<file path="src/rtl/alu_seq.sv">
// Sequential ALU with valid/ready handshake on input and output, registered result and flags.
// Define ALU_SEQ_MUL_EN to build the multi-cycle shift-add multiplier (op 12); otherwise op 12 is illegal.
module alu_seq #(
  parameter int WIDTH = 4
) (
  input  logic             clk,
  input  logic             rst,
  input  logic             in_valid,
  output logic             in_ready,
  input  logic [WIDTH-1:0] a,
  input  logic [WIDTH-1:0] b,
  input  logic [3:0]       op,
  output logic             out_valid,
  input  logic             out_ready,
  output logic [WIDTH-1:0] result,
  output logic             flag_z,
  output logic             flag_c,
  output logic             flag_v,
  output logic             flag_n,
  output logic             flag_err
);

  localparam int SHW = $clog2(WIDTH);

  localparam logic [1:0] ST_IDLE = 2'd0;
  localparam logic [1:0] ST_DONE = 2'd2;

  localparam logic [3:0] OP_ADD  = 4'd0;
  localparam logic [3:0] OP_SUB  = 4'd1;
  localparam logic [3:0] OP_NOT  = 4'd2;
  localparam logic [3:0] OP_AND  = 4'd3;
  localparam logic [3:0] OP_OR   = 4'd4;
  localparam logic [3:0] OP_XOR  = 4'd5;
  localparam logic [3:0] OP_SLT  = 4'd6;
  localparam logic [3:0] OP_EQ   = 4'd7;
  localparam logic [3:0] OP_SLTU = 4'd8;
  localparam logic [3:0] OP_SLL  = 4'd9;
  localparam logic [3:0] OP_SRL  = 4'd10;
  localparam logic [3:0] OP_SRA  = 4'd11;

`ifdef ALU_SEQ_MUL_EN
  localparam logic [1:0] ST_BUSY  = 2'd1;
  localparam logic [3:0] OP_MUL   = 4'd12;
  localparam logic [SHW:0] CNT_INIT = (SHW+1)'(WIDTH);

  logic [WIDTH-1:0] acc;
  logic [WIDTH-1:0] mcand;
  logic [WIDTH-1:0] mplier;
  logic [SHW:0]     cnt;
`endif

  logic [1:0]       state;
  logic [WIDTH:0]   sum_add;
  logic [WIDTH:0]   sum_sub;
  logic [SHW-1:0]   sh;
  logic             sh_over;
  logic [WIDTH-1:0] calc_res;
  logic             calc_c;
  logic             calc_v;
  logic             calc_err;

  assign sum_add = {1'b0, a} + {1'b0, b};
  assign sum_sub = {1'b0, a} + {1'b0, ~b} + (WIDTH+1)'(1);
  assign sh      = b[SHW-1:0];
  // Only reachable when WIDTH is not a power of two.
  assign sh_over = int'(sh) >= WIDTH;

  always_comb begin
    calc_res = '0;
    calc_c   = 1'b0;
    calc_v   = 1'b0;
    calc_err = 1'b0;
    case (op)
      OP_ADD: begin
        calc_res = sum_add[WIDTH-1:0];
        calc_c   = sum_add[WIDTH];
        calc_v   = (a[WIDTH-1] == b[WIDTH-1]) && (sum_add[WIDTH-1] != a[WIDTH-1]);
      end
      OP_SUB: begin
        calc_res = sum_sub[WIDTH-1:0];
        calc_c   = ~sum_sub[WIDTH];
        calc_v   = (a[WIDTH-1] != b[WIDTH-1]) && (sum_sub[WIDTH-1] != a[WIDTH-1]);
      end
      OP_NOT:  calc_res = ~a;
      OP_AND:  calc_res = a & b;
      OP_OR:   calc_res = a | b;
      OP_XOR:  calc_res = a ^ b;
      OP_SLT:  calc_res = {{(WIDTH-1){1'b0}}, ($signed(a) < $signed(b))};
      OP_EQ:   calc_res = {{(WIDTH-1){1'b0}}, (a == b)};
      OP_SLTU: calc_res = {{(WIDTH-1){1'b0}}, (a < b)};
      OP_SLL:  calc_res = sh_over ? '0 : (a << sh);
      OP_SRL:  calc_res = sh_over ? '0 : (a >> sh);
      OP_SRA:  calc_res = sh_over ? {WIDTH{a[WIDTH-1]}} : WIDTH'($signed(a) >>> sh);
      default: calc_err = 1'b1;
    endcase
  end

  always_ff @(posedge clk) begin
    if (rst) begin
      state    <= ST_IDLE;
      result   <= '0;
      flag_z   <= 1'b0;
      flag_c   <= 1'b0;
      flag_v   <= 1'b0;
      flag_n   <= 1'b0;
      flag_err <= 1'b0;
`ifdef ALU_SEQ_MUL_EN
      acc      <= '0;
      mcand    <= '0;
      mplier   <= '0;
      cnt      <= '0;
`endif
    end else begin
      case (state)
        ST_IDLE: begin
          if (in_valid) begin
`ifdef ALU_SEQ_MUL_EN
            if (op == OP_MUL) begin
              acc    <= '0;
              mcand  <= a;
              mplier <= b;
              cnt    <= CNT_INIT;
              state  <= ST_BUSY;
            end else begin
`else
            begin
`endif
              result   <= calc_res;
              flag_z   <= (calc_res == '0);
              flag_c   <= calc_c;
              flag_v   <= calc_v;
              flag_n   <= calc_res[WIDTH-1];
              flag_err <= calc_err;
              state    <= ST_DONE;
            end
          end
        end
`ifdef ALU_SEQ_MUL_EN
        ST_BUSY: begin
          // One partial product per cycle; the extra cycle at cnt==0 publishes the sum.
          if (cnt != '0) begin
            if (mplier[0]) acc <= acc + mcand;
            mcand  <= mcand << 1;
            mplier <= mplier >> 1;
            cnt    <= cnt - 1'b1;
          end else begin
            result   <= acc;
            flag_z   <= (acc == '0);
            flag_c   <= 1'b0;
            flag_v   <= 1'b0;
            flag_n   <= acc[WIDTH-1];
            flag_err <= 1'b0;
            state    <= ST_DONE;
          end
        end
`endif
        ST_DONE: begin
          if (out_ready) state <= ST_IDLE;
        end
        default: state <= ST_IDLE;
      endcase
    end
  end

  assign in_ready  = (state == ST_IDLE);
  assign out_valid = (state == ST_DONE);

endmodule
</file>
<file path="config.mk">
export PLATFORM = sky130hd
export DESIGN_NAME = alu_seq
export DESIGN_NICKNAME = d
export VERILOG_FILES = /design/src/rtl/alu_seq.sv
export SDC_FILE = /design/constraint.sdc
export NUM_CORES = 1
export LEC_CHECK = 0
export BUFFER_PORTS_ARGS = -buffer_cell sky130_fd_sc_hd__buf_2
export CAP_MARGIN = 20
export CORE_MARGIN = 2
export CORE_UTILIZATION = 55
export DETAILED_ROUTE_END_ITERATION = 8
export GPL_ROUTABILITY_DRIVEN = 0
export PLACE_DENSITY = 0.89
export REMOVE_ABC_BUFFERS = 1
export SYNTH_ARGS = -nofsm -noshare
export SYNTH_HDL_FRONTEND = slang
export SYNTH_SLANG_ARGS = --single-unit
export TNS_END_PERCENT = 100
</file>
<file path="constraint.sdc">
create_clock -name clk -period 2.5 [get_ports clk]
set_clock_uncertainty 0.2 [all_clocks]
set_input_delay 0.125 -clock clk [delete_from_list [all_inputs] [get_ports clk]]
set_output_delay 0.125 -clock clk [all_outputs]
set_load 0.05 [all_outputs]
</file>
==> reports/results.txt <==
status -> complete, no violations
# IOs -> 27
die area -> 0.00275 mm^2
DRC viols -> 0
core area -> 0.00221 mm^2
Pins Over Slew Limit -> 0
CTS sink cnt -> 9
clk root buf -> clkbuf_4
pin count of the biggest net entering global routing -> 24
design area -> 0.00143 mm^2
Clock Power Share -> 20.2%
grt total ovfl -> 0
Skew-Pair Late Insertion Delay -> 0.26 ns
I/O Buffers -> 26
Buf/Inv on CP -> 3
most used cell, CP -> inv_1
total track usage -> 25.5%
Worst Path Required -> 2.48 ns
Routed Antenna Nets -> 0
DP Area -> 0.00137 mm^2
Comb power frac -> 50.1%
total wire length -> 3.32 mm
final count of hold timing violations -> 0
ys flop type -> dfxtp_1
CP delay by family, top -> simple AND/OR/NAND/NOR gates
CP Launch Type -> primary input
cell internal pwr -> 0.000312 W
Tmin final -> 2.09 ns
critical path data arrival time -> 2.07 ns
synthesized flop and latch total -> 9
Initial Util -> 58.3%
H-tree depth -> 1
cell count after synthesis -> 170
Worst VDD drop -> 232 uV
final std cells w/o fill -> 216
crit-path max FO -> 5
final setup fails -> 0
average wire per standard cell -> 15.4 um
mapped cell area -> 0.00129 mm^2
Fmax -> 0.478 GHz
post-synth cell types -> 50
EDFF count, synth -> 0
Slowest Stage Delay on Critical Path -> 0.41 ns
CP Cell Sequence -> buf_2, inv_1, ha_1, inv_1, fa_1, nor2b_1, or4_1, a21oi_1, nor4_1, a211oi_1
drt pass-1 iters -> 5
die height -> 52.4 um
RSZ-0062 raised after global routing -> no
# diodes -> 0
post-layout util -> 64.6%
Crit. End Element -> register
CTS Buf Count -> 3
register share of total power -> 29.6%
final period utilization -> 83.8%
hpwl dp -> 2.53 mm
ys async rst share -> 0%
total number of vias -> 1350
Power Dens Cells -> 379 mW/mm^2
Placed Cells -> 209
area grow syn2layout -> 11.0%
Clk pin slew, worst setup/hold paths -> 0.06 ns
syn avg cell area -> 7.58 um^2
first-pass GRT wire length -> 5.31 mm
layout cell share with drive strength beyond 1 -> 19.7%
setup TNS -> 0 ns
Worst-Margin Slew -> 0.720 ns
slew margin rel. -> 51.9%
row count -> 17
worst hold path type -> primary input to register
Seq/Total Area, Yosys -> 14.0%
CP max-delay cell -> or4_1
initial antenna violation count -> 0
vias per std cell -> 6.25
Sw Share -> 42.5%
critical path class -> primary input to register
Iteration-0 DRC Markers -> 109
yosys warns -> 0
Die Wd -> 52.4 um
post-CTS setup repair buffer count -> 0
max_cap viols -> 0
vias in the first global route -> 1203
Net Switching -> 0.000230 W
CTS tree -> yes
Layout Nets -> 220
leakage -> 0.640 nW
CTS Buffer Depth -> 2
==> path summary, 6_finish.rpt <==
path	end	slack (ns)	start	cells after the start
min reg2reg	flag_err	0.26	flag_err	2
min	flag_err	0.04	in_valid	4
max reg2reg	flag_c	0.84	state[1]	4
max	result[0]	0.41	a[0]	10
==> tightest hold or removal path, stage by stage <==
cell	delay (ns)
buf_2	0.09
nand2b_1	0.10
nand2_1	0.09
a21oi_1	0.05
==> final cells by class <==
| type | instances | area (um^2) |
|---|---|---|
| clock buffers | 4 | 26.3 |
| fillers | 204 | 782 |
| inverters | 13 | 48.8 |
| multi-input cells | 133 | 980 |
| flip-flops and latches | 9 | 180 |
| well taps | 28 | 35.0 |
| repair buffers | 29 | 160 |
==> stage by stage <==
stage          setup WS (ns)  hold WS, ns  total power (W)
6_report               0.406       0.0400         0.000542
5_1_grt                0.301       0.0704         0.000573
4_1_cts                0.435       0.0337         0.000540
3_5_place_dp           0.168        0.200         0.000425
3_3_place_gp           0.238        0.190         0.000419
2_1_floorplan          0.470     -0.00593         0.000342
==> synth_stat cells, drive strengths merged (4+ instances only) <==
cell type   n  area (um^2)
a21oi       8         40.0
buf         9         56.3
clkbuf      6         23.8
dfxtp       9          180
ha         13          163
inv        13         48.8
nand2      10         37.5
nand2b      6         37.5
nand3       8         40.0
nor2       14         52.6
nor2b       7         43.8
nor3        5         25.0
nor3b       4         30.0
nor4        6         37.5
o211ai      4         30.0
o21ai       6         30.0
==> logic make-up (layout without fill, tap and decap cells) <==
| kind of cell | Yosys count | count (layout) | share of synthesized area, % |
|---|---|---|---|
| buffers and inverters | 28 | 46 | 10.0 |
| AOI/OAI and AO/OA | 41 | 41 | 23.2 |
| muxes | 5 | 5 | 6.41 |
| and+or+nand+nor | 68 | 68 | 28.0 |
| DFF | 9 | 9 | 14.0 |
| adders and majority gates | 15 | 15 | 15.7 |
| xor gates and xnor gates | 4 | 4 | 2.72 |
==> power by group through the flow <==
stage	Combinational (W)	Clock, W	Sequential, W
6_report	0.000272	0.000110	0.000161
5_1_grt	0.000293	0.000118	0.000162
4_1_cts	0.000267	0.000112	0.000161
3_5_place_dp	0.000262	0	0.000164
3_3_place_gp	0.000256	0	0.000163
2_1_floorplan	0.000134	0	0.000207
==> state kept, by name (all words and copies together) (netlist names) <==
signal	cells
flag_c	1
flag_err	1
flag_v	1
flag_z	1
result	4
state	1
==> per-layer routing <==
metal / vias to the layer above / GRT usage, % / routed length [um]
met1: 604 / 33.3 / 1370
met5: - / 0 / 0
met2: 88 / 44.6 / 1590
met3: 6 / 1.14 / 301
met4: 0 / 8.12 / 65
li1: 652 / - / -
==> repair_timing <==
action | 4_1_cts | 5_1_grt
resized for setup | 0 | 0
hold buffers | 3 | 0
hold endpoints to repair | 8 | 0
==> cells in the final DEF, fill, tap and decap left out, types with 2 or more instances in the layout <==
cell            n
nand4_1         3
nor2_1         14
xnor2_1         2
a21oi_1         8
nor2b_1         7
a21o_1          2
ha_1           13
o21ai_0         6
dfxtp_1         9
mux2_2          3
clkbuf_4        3
nand2_1        10
xor2_1          2
nor3b_1         4
a211oi_1        2
nor4_1          6
fa_1            2
nand2b_1        6
inv_1          13
o31ai_1         2
nor3_1          5
o211ai_1        4
a311oi_1        2
dlygate4sd3_1   3
buf_2          26
nand3_1         8
Power figures use the tool's default switching activity.
